[src/rtl/minigpu_pkg.sv]
// Shared definitions for the minigpu issue path: opcodes, instruction field
// positions and the issue-stage state encoding.
package minigpu_pkg;

    localparam logic [3:0] OP_LDI = 4'hF;

    localparam int OP_MSB  = 15;
    localparam int OP_LSB  = 12;
    localparam int RD_MSB  = 11;
    localparam int RD_LSB  = 8;
    localparam int RS_MSB  = 7;
    localparam int RS_LSB  = 4;
    localparam int RT_MSB  = 3;
    localparam int RT_LSB  = 0;
    localparam int IMM_MSB = 7;
    localparam int IMM_LSB = 0;

    typedef enum logic {
        IDLE = 1'b0,
        EXEC = 1'b1
    } state_e;

endpackage

[src/rtl/alu_regfile.sv]
// Register file for the issue stage: R0 reads as zero, two operand read ports,
// one debug read port, one synchronous write port.
module alu_regfile
    import minigpu_pkg::*;
#(
    parameter int DATA_W = 16,
    parameter int NREGS  = 16
) (
    input  logic              clk,
    input  logic              reset,
    input  logic [3:0]        rs_addr,
    input  logic [3:0]        rt_addr,
    input  logic [3:0]        dbg_addr,
    input  logic              we,
    input  logic [3:0]        wr_addr,
    input  logic [DATA_W-1:0] wr_data,
    output logic [DATA_W-1:0] rs_data,
    output logic [DATA_W-1:0] rt_data,
    output logic [DATA_W-1:0] dbg_data
);

    logic [DATA_W-1:0] regs_r [NREGS];

    // Register storage: cleared on reset, writes to R0 are discarded.
    always_ff @(posedge clk or negedge reset) begin
        if (!reset) begin
            for (int i = 0; i < NREGS; i++) begin
                regs_r[i] <= {DATA_W{1'b0}};
            end
        end else if (we && (wr_addr != 4'd0)) begin
            regs_r[wr_addr] <= wr_data;
        end
    end

    assign rs_data  = (rs_addr  == 4'd0) ? {DATA_W{1'b0}} : regs_r[rs_addr];
    assign rt_data  = (rt_addr  == 4'd0) ? {DATA_W{1'b0}} : regs_r[rt_addr];
    assign dbg_data = (dbg_addr == 4'd0) ? {DATA_W{1'b0}} : regs_r[dbg_addr];

endmodule

[src/rtl/alu_issue_ctrl.sv]
// Issue stage in front of the ALU: accepts one instruction at a time, holds the
// ALU operands for a fixed latency, then writes the result back. LDI skips the ALU.
module alu_issue_ctrl
    import minigpu_pkg::*;
#(
    parameter int DATA_W      = 16,
    parameter int NREGS       = 16,
    parameter int ALU_LATENCY = 1
) (
    input  logic              clk,
    input  logic              reset,
    input  logic              instr_valid,
    output logic              instr_ready,
    input  logic [15:0]       instr,
    output logic              alu_en,
    output logic [3:0]        alu_func,
    output logic [DATA_W-1:0] a,
    output logic [DATA_W-1:0] b,
    input  logic [DATA_W-1:0] alu_out,
    output logic              wb_valid,
    output logic [3:0]        wb_rd,
    output logic [DATA_W-1:0] wb_data,
    input  logic [3:0]        dbg_addr,
    output logic [DATA_W-1:0] dbg_data
);

    localparam int CNT_W = (ALU_LATENCY > 1) ? $clog2(ALU_LATENCY) : 1;

    state_e            state_r;
    state_e            state_s;
    logic [CNT_W-1:0]  cnt_r;
    logic [3:0]        rd_r;
    logic              alu_en_r;
    logic [3:0]        alu_func_r;
    logic [DATA_W-1:0] a_r;
    logic [DATA_W-1:0] b_r;
    logic              wb_valid_r;
    logic [3:0]        wb_rd_r;
    logic [DATA_W-1:0] wb_data_r;

    logic [3:0]        op_s;
    logic [3:0]        rd_s;
    logic [3:0]        rs_s;
    logic [3:0]        rt_s;
    logic [DATA_W-1:0] imm_ext_s;
    logic [DATA_W-1:0] rs_data_s;
    logic [DATA_W-1:0] rt_data_s;
    logic              issue_s;
    logic              rf_we_s;
    logic [3:0]        rf_wa_s;
    logic [DATA_W-1:0] rf_wd_s;

    assign op_s      = instr[OP_MSB:OP_LSB];
    assign rd_s      = instr[RD_MSB:RD_LSB];
    assign rs_s      = instr[RS_MSB:RS_LSB];
    assign rt_s      = instr[RT_MSB:RT_LSB];
    assign imm_ext_s = {{(DATA_W-8){1'b0}}, instr[IMM_MSB:IMM_LSB]};

    alu_regfile #(
        .DATA_W (DATA_W),
        .NREGS  (NREGS)
    ) u_regfile (
        .clk      (clk),
        .reset    (reset),
        .rs_addr  (rs_s),
        .rt_addr  (rt_s),
        .dbg_addr (dbg_addr),
        .we       (rf_we_s),
        .wr_addr  (rf_wa_s),
        .wr_data  (rf_wd_s),
        .rs_data  (rs_data_s),
        .rt_data  (rt_data_s),
        .dbg_data (dbg_data)
    );

    // Next-state decode plus the single register-file write port (LDI or ALU result).
    always_comb begin
        state_s = state_r;
        issue_s = 1'b0;
        rf_we_s = 1'b0;
        rf_wa_s = rd_r;
        rf_wd_s = alu_out;
        case (state_r)
            IDLE: begin
                if (instr_valid) begin
                    if (op_s == OP_LDI) begin
                        rf_we_s = 1'b1;
                        rf_wa_s = rd_s;
                        rf_wd_s = imm_ext_s;
                        state_s = IDLE;
                    end else begin
                        issue_s = 1'b1;
                        state_s = EXEC;
                    end
                end else begin
                    state_s = IDLE;
                end
            end
            EXEC: begin
                if (cnt_r == {CNT_W{1'b0}}) begin
                    rf_we_s = 1'b1;
                    state_s = IDLE;
                end else begin
                    state_s = EXEC;
                end
            end
            default: begin
                state_s = IDLE;
            end
        endcase
    end

    // State, latency counter and all registered outputs towards ALU and write-back.
    always_ff @(posedge clk or negedge reset) begin
        if (!reset) begin
            state_r    <= IDLE;
            cnt_r      <= {CNT_W{1'b0}};
            rd_r       <= 4'd0;
            alu_en_r   <= 1'b0;
            alu_func_r <= 4'd0;
            a_r        <= {DATA_W{1'b0}};
            b_r        <= {DATA_W{1'b0}};
            wb_valid_r <= 1'b0;
            wb_rd_r    <= 4'd0;
            wb_data_r  <= {DATA_W{1'b0}};
        end else begin
            state_r    <= state_s;
            wb_valid_r <= rf_we_s;
            if (rf_we_s) begin
                wb_rd_r   <= rf_wa_s;
                wb_data_r <= rf_wd_s;
            end
            if (issue_s) begin
                alu_en_r   <= 1'b1;
                alu_func_r <= op_s;
                a_r        <= rs_data_s;
                b_r        <= rt_data_s;
                rd_r       <= rd_s;
                cnt_r      <= CNT_W'(ALU_LATENCY - 1);
            end else if (state_r == EXEC) begin
                if (cnt_r == {CNT_W{1'b0}}) begin
                    alu_en_r <= 1'b0;
                end else begin
                    cnt_r <= cnt_r - {{(CNT_W-1){1'b0}}, 1'b1};
                end
            end
        end
    end

    assign instr_ready = (state_r == IDLE);
    assign alu_en      = alu_en_r;
    assign alu_func    = alu_func_r;
    assign a           = a_r;
    assign b           = b_r;
    assign wb_valid    = wb_valid_r;
    assign wb_rd       = wb_rd_r;
    assign wb_data     = wb_data_r;

endmodule

[config.mk]
export PLATFORM = sky130hd
export DESIGN_NAME = alu_issue_ctrl
export DESIGN_NICKNAME = d
export VERILOG_FILES = /design/src/rtl/minigpu_pkg.sv /design/src/rtl/alu_regfile.sv /design/src/rtl/alu_issue_ctrl.sv
export SDC_FILE = /design/constraint.sdc
export NUM_CORES = 1
export LEC_CHECK = 0
export CORE_MARGIN = 4
export CORE_UTILIZATION = 46
export CTS_CLUSTER_DIAMETER = 80
export DETAILED_ROUTE_END_ITERATION = 10
export PLACE_DENSITY_LB_ADDON = 0.08
export SETUP_SLACK_MARGIN = 0.15
export SLEW_MARGIN = 10
export SYNTH_ARGS = -nofsm -noshare
export SYNTH_HDL_FRONTEND = slang
export SYNTH_HIERARCHICAL = 1
export SYNTH_SLANG_ARGS = --single-unit
[constraint.sdc]
create_clock -name clk -period 3.5 [get_ports clk]
set_input_delay 0.35 -clock clk [delete_from_list [all_inputs] [get_ports clk]]
set_output_delay 0.35 -clock clk [all_outputs]
set_load 0.02 [all_outputs]
== Word level (Yosys, flattened, before mapping) ==
Index checks and enable logic that the tools add are counted.
Operators by class
  div/mod/pow operators: 0
  reductions and logical operators: 8
  mux-type cells: 36
  multiply operators: 0
  equality and inequality tests: 2
  $add $sub $neg: 1
  bitwise operators: 5
  shift operators: 0
  $lt $le $gt $ge: 5
Operators with widths (count)
  $bwmux W256: 1
  $mux W16: 13
  $bmux W16 S4: 3
  $demux W16 S4: 1
  $ge A5 B5 Y1 const B: 4
  $not A4 Y5: 4
  $mux W1: 13
  $logic_not A4 Y1: 3
  $mux W4: 3
  $lt A5 B1 Y1 const B: 1
  $eq A4 B4 Y1 const B: 1
  $pmux W1 S2: 2
  $reduce_bool A4 Y1: 1
  $logic_and A1 B1 Y1: 2
  $ne A2 B1 Y1 const B: 1
  $reduce_and A2 Y1: 1
  $reduce_bool A2 Y1: 1
  $not A1 Y1: 1
  $sub A1 B1 Y1 const B: 1
Storage, ports and cells
  input port bits: 39
  bits in writable memories: 0
  latch bits: 0
  memory bits (read-only): 0
  memories kept: 0
  register bits: 320
  output and inout port bits: 75
  word-level logic and storage cells: 83

== Longest topological paths before layout ==
  depth after elaboration: 10
  gate-level depth with buffers: 10
  mapped depth without buffers: 6

== Cells and area by module ==
Netlist, hierarchy kept.
By module, submodules not included
  alu_regfile: area each 14826.7 µm², seq. area each 6030.8 µm², cells each 1104, times used 1
  alu_issue_ctrl: area each 2735.1 µm², seq. area each 1576.5 µm², cells each 193, times used 1

== Worst setup path before layout ==
No wires, ideal clock.
  path type: input-to-reg
  start: input instr_valid
  end: register u_regfile/regs_r[69] in the netlist's numbering
  data required time: 3.375 ns
  path slack: 0.932 ns
  arrival time: 2.444 ns
  path buffers: 3
  stages: 9
  path through: buf_2 -> nand2b_1 -> nor2_1 -> buf_2 -> mux2_2 -> nand3b_1 -> nor2_1 -> buf_4 -> mux2_2
On the way
  longest elaborated chain between the ends: 8
  elaborated cells between the ends (all ways): 15
  classes of those cells: order compare: 2; mux: 9; bitwise: 1; reduce/logical: 3
RTL lines
  start, declared: line alu_issue_ctrl.sv:12  | input logic instr_valid,
  $mux W4 *: line alu_issue_ctrl.sv:85  | if (instr_valid) begin
  $mux W4 *: line alu_issue_ctrl.sv:83  | case (state_r)
  net rf_wa_s[2]: line alu_issue_ctrl.sv:50  | logic [3:0] rf_wa_s;
  $not A4 Y5 (implied by the code): line alu_regfile.sv:31  | regs_r[wr_addr] <= wr_data;
  $ge A5 B5 Y1 (implied by the code) / $lt A5 B1 Y1 (equally long branches): line alu_regfile.sv:31
  $logic_and A1 B1 Y1 (implied by the code): line alu_regfile.sv:31
  $mux W16 (implied by the code): line alu_regfile.sv:31
  $demux W16 S4: line alu_regfile.sv:31
  $bwmux W256: line alu_regfile.sv:31
  end signal, assigned by index: line alu_regfile.sv:28  | regs_r[i] <= {DATA_W{1'b0}};
  end signal, assigned by index: line alu_regfile.sv:31
  end, declared: line alu_regfile.sv:22  | logic [DATA_W-1:0] regs_r [NREGS];
Mark *: on every way through the listed nets, which the timed path passes. The rest lies on a longest branch.
A chain may end at the register's enable or synchronous reset.

== Worst setup path in the final report ==
  start: input dbg_addr[1]
  end: output dbg_data[11]
On the way
  longest elaborated chain between the ends: 5
  elaborated cells between the ends (all ways): 6
  classes of those cells: mux: 4; bitwise: 1; reduce/logical: 1
RTL lines
  start, declared: line alu_issue_ctrl.sv:23  | input logic [3:0] dbg_addr,
  $not A4 Y5 (implied by the code): line alu_regfile.sv:37  | assign dbg_data = (dbg_addr == 4'd0) ? {DATA_W{1'b0}} : regs_r[dbg_addr];
  $bmux W16 S4: line alu_regfile.sv:37
  $mux W16 (implied by the code) (2 in a row): line alu_regfile.sv:37
  $mux W16 *: line alu_regfile.sv:37
  end, declared: line alu_issue_ctrl.sv:24  | output logic [DATA_W-1:0] dbg_data
Every way passes the cells marked *; elsewhere a longest branch is shown, timed or not. The select of a mux whose other input is x is not followed.

==> summary.txt <==
Run status
  – Status: finished clean

Global route
  – GR Overflow Total: 0
  – GRT Total Usage: 26.4%
  – Vias in the first global route: 12680
  – Initial antenna violation count: 2
  – Global-route wire length before repair: 83100 um
  – Pin count of the biggest net entering global routing: 98

Yosys
  – Post-synth top area share: 43.3%
  – Syn Inst Count: 1297
  – Synth cell types: 44
  – Yosys top cell by area: dfrtp_1
  – Dominant register cell in the synthesized netlist: dfrtp_1
  – Synth area leaders: dfrtp_1 (43%), mux2_2 (19%), mux4_2 (13%)
  – Post-synth EDFFs: 0
  – Sequential fraction of the synthesis area: 43.3%
  – Synth Warn #: 6
  – Syn Area/Cell: 13.5 um2
  – Cell Area, Synth: 17600 um2
  – Fraction of registers with async set/reset: 100%
  – Synth Register Bits: 304
  – Net count after synthesis: 1336

Floorplanning
  – Row Count: 71
  – Die area: 41400 um2
  – Initial Util: 46.6%
  – Total core area: 37700 um2
  – Die width: 203 um
  – Die height: 203 um
  – Total I/O pin count: 114

Timing
  – Clock skew: 0.0222 ns
  – Final period util: 88.4%
  – Hold Vio Cnt, Final: 0
  – Min Tclk post-route: 3.09 ns
  – Worst Tran Pin Value: 1.21 ns
  – Worst hold slack: 0.372 ns
  – Fin Setup TNS: 0 ns
  – RSZ-0062 raised after global routing: false
  – Fmax: 323 MHz
  – Final setup vio count: 0
  – Max-slew headroom: 19.0%
  – Max-slew violations: 0

Clock network
  – Clk pin slew, worst setup/hold paths: 0.05 ns
  – CTS max path bufs: 3
  – Num CTS Buffers: 37
  – Htree depth: 2
  – Post-cts gate resize count: 0
  – Clk_lat worst skew: 0.54 ns
  – CTS Sinks: 304
  – CTS tree: yes
  – CTS Root Cell: clkbuf_16

Route
  – Wirelength per Cell: 28.4 um
  – Vias per cell: 6.35
  – Routed via count: 12320
  – TritonRoute pass-1 iters: 5
  – Final wirelength: 55100 um
  – Drt drc: 0
  – Post-route ant nets: 0
  – DR iter-0 viols: 972

Power
  – Pwr Density: 758 nW/um2
  – Peak supply drop: 0.000326 V
  – P_leak: 8.80 nW

Final layout
  – Most frequent cells in the layout: dfrtp_1 (304), mux2_2 (290), mux2i_1 (167), mux4_2 (101), clkdlybuf4s50_1 (100)
  – Most common cell after layout, fill and taps aside: dfrtp_1
  – Layout cells sized above 1: 39.9%
  – N_diodes: 0
  – Final Core Density: 54.7%
  – Filler Cell Count: 3208
  – NumNets Final: 1444
  – Area Growth Syn to Fin: 17.3%

Job
  – Max-cap viol count: 0

Placement
  – DP Wirelength: 35200 um
  – RePlAce Congestion: 0.826
  – Buffers on Ports: 113

Setup path
  – Crit path from: dbg_addr[1]
  – Arrival @ worst endpoint: 2.74 ns
  – Crit-path max FO: 28
  – Crit path kind: in2out
  – Worst setup SP type: input port
  – RR Startpoint: state_r
  – Crit end category: output pin
  – Worst EP required: 3.15 ns

Min path
  – Hold Path Class: reg2reg
  – Hold Crit Start: u_regfile/regs_r[254]
[final timing paths]
check,end,slack (ns),cells after the start
max,dbg_data[11],0.41,8
min,u_regfile/regs_r[254],0.37,0
max reg2reg,u_regfile/regs_r[190],0.87,7
min reg2reg,u_regfile/regs_r[254],0.37,0
max in group asynchronous,u_regfile/regs_r[56],2.13,3
min in group asynchronous,u_regfile/regs_r[162],0.39,2
[state kept, by name, indices dropped and copies added (netlist names), 4 cells and up]
register,count
alu_func,4
u_regfile/regs_r,241
wb_rd,4
wb_data,16
rd_r,4
a,16
b,16
[synthesized netlist by cell type (3+ instances only)]
cell,instances
a2111oi_0,28
a211oi_1,6
a21oi_1,65
a221o_1,15
a22o_1,8
a22oi_1,15
a2bb2oi_1,12
a31oi_1,12
buf_1,4
buf_2,59
buf_4,11
buf_6,6
clkbuf_1,45
dfrtp_1,304
mux2_2,290
mux2_4,16
mux2i_1,167
mux4_2,101
nand2_1,6
nand2b_1,8
nand3b_1,3
nor2_1,32
nor2_2,6
nor2b_1,10
nor3b_1,3
o21ai_0,14
o22ai_1,28
or3_1,3
[logic make-up (layout without fill, tap and decap cells)]
logic type	count (synthesis)	after routing	synth area share, %
mux	575	575	42.5
flops	304	304	43.3
compound gates	209	209	8.10
buf+inv	130	261	3.70
simple gates	79	79	2.39
[power by group]
part           leakage [nW]  switching, mW  internal (mW)
Sequential             3.78           1.42           5.03
Combinational          4.45           2.16           3.25
Clock                 0.577           1.49           2.25
Total                  8.80           5.07           10.5
[metal layers]
layer	vias to the layer above	global-route usage (%)	routed length [um]
li1	5256	-	-
met1	6493	40.5	26000
met2	484	39.8	24600
met3	85	4.48	3470
met4	2	5.71	1020
met5	-	0	7
[area by class of cell]
type	count	area, um2	area share (%)
multi-input combinational	863	9330	45.3
sequential	304	7610	36.9
timing repair buffer	195	1840	8.94
clock buffer	56	1110	5.39
tap	511	639	3.10
clock inverter	6	58.8	0.286
inverter	4	15.0	0.0729
[per-stage QoR]
stage / area (um2) / cells / setup slack (ns) / power [mW]
after floorplan: 17600 / 1297 / 0.932 / 9.96
after global placement: 19400 / 1876 / 0.450 / 11.7
after CTS: 20600 / 1939 / 0.384 / 15.6
after global routing: 20600 / 1939 / 0.283 / 16.4
after detailed placement: 19400 / 1876 / 0.400 / 11.8
final: 20600 / 1939 / 0.406 / 15.6
[repair_timing]
item,CTS,global route
setup buffers,0,0
hold endpoints to repair,62,0
hold buffers,1,0
[critical path: stages]
cell,delay (ns)
buf_4,0.23
buf_12,0.28
buf_12,0.18
mux2i_1,0.21
o22ai_1,0.10
a2111oi_0,0.53
a21oi_1,0.20
clkdlybuf4s50_1,0.60
Power figures use the tool's default switching activity.
